$ cat config.mk
export PLATFORM = sky130hd
export DESIGN_NAME = fetch_unit
export DESIGN_NICKNAME = d
export VERILOG_FILES = /design/src/rtl/cpu_pkg.sv /design/src/rtl/fetch_unit.sv
export SDC_FILE = /design/constraint.sdc
export NUM_CORES = 1
export LEC_CHECK = 0
export CAP_MARGIN = 20
export CORE_AREA = 3 3 74 76
export CTS_CLUSTER_DIAMETER = 150
export CTS_CLUSTER_SIZE = 25
export DETAILED_ROUTE_END_ITERATION = 8
export DIE_AREA = 0 0 77 79
export PLACE_DENSITY_LB_ADDON = 0.1
export SLEW_MARGIN = 20
export SYNTH_ARGS = -nofsm -noshare
export SYNTH_HDL_FRONTEND = slang
export SYNTH_SLANG_ARGS = --single-unit
export TNS_END_PERCENT = 1
$ cat constraint.sdc
create_clock -name clk -period 5.3 [get_ports clk]
set_clock_uncertainty 0.1 [all_clocks]
set_input_delay 0.53 -clock clk [delete_from_list [all_inputs] [get_ports clk]]
set_output_delay 0.53 -clock clk [all_outputs]
set_load 0.005 [all_outputs]
$ cat src/rtl/cpu_pkg.sv
// Shared CPU front-end definitions: address/instruction widths, reset vector
// default and the fetch sequencer state encoding.
package cpu_pkg;

   localparam int ADDR_W  = 15;
   localparam int INSTR_W = 16;

   localparam logic [ADDR_W-1:0] RESET_VEC_DEF = 15'h0000;

   typedef enum logic [1:0] {
      FETCH = 2'd0,
      HOLD  = 2'd1,
      REDIR = 2'd2,
      DRAIN = 2'd3
   } fetch_state_e;

endpackage

$ cat src/rtl/fetch_unit.sv
// Instruction fetch sequencer: reads memory at the PC over req/ack, holds the
// word in ir for decode, and steers the PC through increments and redirects.
module fetch_unit
   import cpu_pkg::*;
#(
   parameter logic [ADDR_W-1:0] RESET_VEC = RESET_VEC_DEF
) (
   input  logic               clk,
   input  logic               rst,
   input  logic [ADDR_W-1:0]  pc_addr,
   output logic               pc_load,
   output logic               pc_inc,
   output logic [ADDR_W-1:0]  pc_target,
   output logic               mem_req,
   output logic [ADDR_W-1:0]  mem_addr,
   input  logic               mem_ack,
   input  logic [INSTR_W-1:0] mem_rdata,
   output logic [INSTR_W-1:0] ir,
   output logic               ir_valid,
   input  logic               ir_ready,
   input  logic               br_req,
   input  logic [ADDR_W-1:0]  br_target
);

   fetch_state_e       state_q, state_d;
   logic [ADDR_W-1:0]  addr_q, addr_d;
   logic               pc_load_q, pc_load_d;
   logic               pc_inc_q, pc_inc_d;
   logic [ADDR_W-1:0]  pc_target_q, pc_target_d;
   logic [INSTR_W-1:0] ir_q, ir_d;
   logic               ir_valid_q, ir_valid_d;

   // Request is masked by rst so an in-flight read is abandoned at once.
   assign mem_req   = !rst && ((state_q == FETCH) || (state_q == DRAIN));
   assign mem_addr  = (state_q == DRAIN) ? addr_q : pc_addr;
   assign pc_load   = pc_load_q;
   assign pc_inc    = pc_inc_q;
   assign pc_target = pc_target_q;
   assign ir        = ir_q;
   assign ir_valid  = ir_valid_q;

   always_comb begin
      state_d     = state_q;
      addr_d      = addr_q;
      pc_load_d   = 1'b0;
      pc_inc_d    = 1'b0;
      pc_target_d = pc_target_q;
      ir_d        = ir_q;
      ir_valid_d  = ir_valid_q;
      case (state_q)
         FETCH: begin
            addr_d = pc_addr;
            if (br_req) begin
               pc_load_d   = 1'b1;
               pc_target_d = br_target;
               state_d     = mem_ack ? REDIR : DRAIN;
            end else if (mem_ack) begin
               ir_d       = mem_rdata;
               ir_valid_d = 1'b1;
               pc_inc_d   = 1'b1;
               state_d    = HOLD;
            end
         end
         HOLD: begin
            if (br_req) begin
               ir_valid_d  = 1'b0;
               pc_load_d   = 1'b1;
               pc_target_d = br_target;
               state_d     = REDIR;
            end else if (ir_ready) begin
               ir_valid_d = 1'b0;
               state_d    = FETCH;
            end
         end
         REDIR: begin
            if (br_req) begin
               pc_load_d   = 1'b1;
               pc_target_d = br_target;
            end else begin
               state_d = FETCH;
            end
         end
         DRAIN: begin
            // The outstanding read must complete before req may drop; its data is stale.
            if (br_req) begin
               pc_load_d   = 1'b1;
               pc_target_d = br_target;
            end
            if (mem_ack) begin
               state_d = br_req ? REDIR : FETCH;
            end
         end
         default: state_d = REDIR;
      endcase
   end

   always_ff @(posedge clk) begin
      if (rst) begin
         state_q     <= REDIR;
         addr_q      <= '0;
         pc_load_q   <= 1'b1;
         pc_inc_q    <= 1'b0;
         pc_target_q <= RESET_VEC;
         ir_q        <= '0;
         ir_valid_q  <= 1'b0;
      end else begin
         state_q     <= state_d;
         addr_q      <= addr_d;
         pc_load_q   <= pc_load_d;
         pc_inc_q    <= pc_inc_d;
         pc_target_q <= pc_target_d;
         ir_q        <= ir_d;
         ir_valid_q  <= ir_valid_d;
      end
   end

endmodule

==> flow_metrics.env <==
export IMPL_grt_pass1_wl_um=7890
export IMPL_critical_path_class="flip-flop to output pin"
export IMPL_num_vias=1784
export IMPL_swShare=0.244
export IMPL_slew_headroom=0.380
export IMPL_gp_congestion=0.661
export IMPL_cts_hold_buffers=0
export IMPL_cp_num_buf_inv=1
export IMPL_irDropWorstVdd_mv=0.155
export IMPL_placed_cell_area_sq_um=3130
export IMPL_slew_violations=0
export IMPL_routedWlPerCell_um=12.5
export IMPL_rsz0062_at_grt="false"
export IMPL_syn_inst=221
export IMPL_timing_max_cap_violations=0
export IMPL_power_frac_comb=0.239
export IMPL_cts_buffers=5
export IMPL_drive_gt1_frac=0.0857
export IMPL_grt_use_total=0.159
export IMPL_netlist_area_sq_um=2130
export IMPL_status="completed"
export IMPL_cp_arrival_ps=2170
export IMPL_syn_avg_cell_area_sq_um=9.62
export IMPL_drt_pre_antenna_iters=4
export IMPL_core_sq_um=4790
export IMPL_ys_seq_area_frac=0.480
export IMPL_cts_root_buf="clkbuf_8"
export IMPL_antenna_found_initial=0
export IMPL_path_delay_family="adder cells"
export IMPL_reg2reg_setup_slack_ps=3160
export IMPL_rows=25
export IMPL_power_internal_mw=0.658
export IMPL_worstReg2RegStart="state_q[0]"
export IMPL_grt_max_degree=53
export IMPL_antenna_left=0
export IMPL_crit_chain="ha_1, mux2_2, clkdlybuf4s50_1"
export IMPL_cts_setup_buffers=0
export IMPL_r2r_end="ir_valid"
export IMPL_p_sw_mw=0.212
export IMPL_layout_nets=372
export IMPL_hold_violations=0
export IMPL_hold_path_cell_count=2
export IMPL_dr_first_iter_drc_count=53
export IMPL_pin_count=101
export IMPL_cts_tree="yes"
export IMPL_synth_distinct_cells=26
export IMPL_worstPathRequired_ps=4670
export IMPL_post_route_min_period_ps=2800
export IMPL_critPathMaxFanout=15
export IMPL_ctsResizeCount=0
export IMPL_fin_area_sq_um=3230
export IMPL_end_kind="output pin"
export IMPL_cts_sinks=51
export IMPL_initial_core_util=0.444
export IMPL_p_seq_frac=0.490
export IMPL_n_antenna_cell=0
export IMPL_worstRegToRegCells=6
export IMPL_port_buffers=100
export IMPL_fin_tns_setup_ps=0
export IMPL_wl_um=4770
export IMPL_min_path_type="flip-flop to flip-flop"
export IMPL_hold_start="ir[10]"
export IMPL_timing_final_crit_share=0.528
export IMPL_cpPeakStageDelay_ps=600
export IMPL_die_h_um=79
export IMPL_hpwl_um=3390
export IMPL_power_per_cell_area_nw_per_um2=269
export IMPL_clockPowerShare=0.271
export IMPL_synth_nets=279
export IMPL_ys_ff_latch=51
export IMPL_fillCellCount=390
export IMPL_synth_warnings=0
export IMPL_finalSetupViolCount=0
export IMPL_drc=0
export IMPL_start_kind="flip-flop"
export IMPL_htree_levels=2
export IMPL_slowest_stage="ha_1"
export IMPL_grt_pass1_vias=1724
export IMPL_die_w_um=77
export IMPL_fmax_mhz=357
export IMPL_tightest_slew_ps=930
export IMPL_clock_tree_buffer_depth=2
export IMPL_grt_ovfl_total=0
export IMPL_avgViaCountPerCell=4.67
export IMPL_dieArea_sq_um=6080
export IMPL_clk_pin_slew_ps=90
export IMPL_hold_end="ir[10]"
export IMPL_leakage_nw=1.26
export IMPL_clk_latency_ps=290
export IMPL_areaGrowthSynthToFinish_pct=51.9
==> power groups by stage <==
stage | Combinational, mW | Clock (mW) | Sequential [mW]
4_1_cts | 0.211 | 0.246 | 0.427
3_5_place_dp | 0.210 | 0 | 0.435
2_1_floorplan | 0.108 | 0 | 0.434
3_3_place_gp | 0.207 | 0 | 0.435
6_report | 0.208 | 0.236 | 0.427
5_1_grt | 0.227 | 0.261 | 0.430
==> cells in the mapped netlist, drive strengths merged <==
cell type,count,share of area
a211o,1,0.0041
o21ai,1,0.0024
and2,1,0.0029
a211oi,1,0.0035
a311o,1,0.0047
nor2b,2,0.0071
or2,1,0.0029
nand3b,1,0.0035
a21oi,18,0.042
nand2,36,0.064
o31a,1,0.0041
inv,2,0.0035
ha,7,0.041
o21bai,1,0.0035
a2111oi,1,0.0071
nor3b,1,0.0035
buf,10,0.031
dfxtp,51,0.48
mux2i,30,0.14
mux2,15,0.079
nor2,34,0.060
clkbuf,5,0.0088
==> final cells by class <==
cell class | instances | area (sq um) | area share
Sequential cell | 51 | 1020 | 0.316
Tap cell | 67 | 83.8 | 0.0259
Timing Repair Buffer | 101 | 1000 | 0.311
Multi-Input combinational cell | 153 | 1010 | 0.314
Inverter | 2 | 7.51 | 0.00232
Clock buffer | 8 | 100 | 0.0310
==> layout by cell type (no fill, tap or decap), types with 2 or more instances in the layout <==
cell type        netlist  layout
a21oi_1               18      18
mux2i_1               30      30
clkdlybuf4s50_1        0      99
nand2_1               36      36
clkbuf_8               0       7
dfxtp_1               51      51
ha_1                   7       7
inv_1                  2       2
mux2_2                15      15
nor2_1                34      34
==> through the flow <==
| stage | setup slack (ps) | hold WS, ps | cells | power [mW] | util |
|---|---|---|---|---|---|
| finish | 2500 | 354 | 382 | 0.870 | 0.675 |
| global route | 2360 | 371 | 382 | 0.919 | 0.675 |
| CTS | 2460 | 360 | 382 | 0.884 | 0.675 |
| detailed placement | 2810 | 347 | 374 | 0.645 | 0.654 |
| global placement | 2830 | 343 | 374 | 0.642 | 0.654 |
| floorplan | 3330 | 353 | 221 | 0.542 | - |
==> registers in the layout, indices dropped and copies added, names as in the netlist <==
| register | flops |
|---|---|
| pc_inc | 1 |
| pc_target | 15 |
| ir | 16 |
| ir_valid | 1 |
| state_q | 2 |
| pc_load | 1 |
| addr_q | 15 |
==> worst max-delay path by stage <==
stage	slack, ps	to	depth (start not counted)	from
global placement	2830	mem_addr[1]	3	state_q[0]
finish	2500	mem_addr[2]	3	state_q[0]
floorplan	3330	mem_addr[0]	4	state_q[0]
CTS	2460	mem_addr[2]	3	state_q[0]
global route	2360	mem_addr[0]	3	state_q[0]
detailed placement	2810	mem_addr[2]	3	state_q[0]
==> cells by family after synthesis <==
| family | synth area share |
|---|---|
| adders and majority gates | 0.0412 |
| and+or+nand+nor | 0.144 |
| muxes | 0.221 |
| AOI/OAI and AO/OA | 0.0718 |
| DFF | 0.480 |
| buffers and inverters | 0.0429 |
==> worst register-to-register path, stage by stage, from the launching register on <==
cell	delay, ps
dfxtp_1	410
inv_1	120
ha_1	530
nor2b_1	290
a2111oi_2	330
nor2_1	70
a211oi_1	200
==> metal layers <==
metal  up-vias  track usage  share of wire
met5         -            0              0
met4         0       0.0480          0.012
met3         6       0.0488          0.071
met2        66        0.270           0.44
met1       793        0.194           0.48
li1        919            -              -
Note: power is estimated with default switching activity, not from simulation.
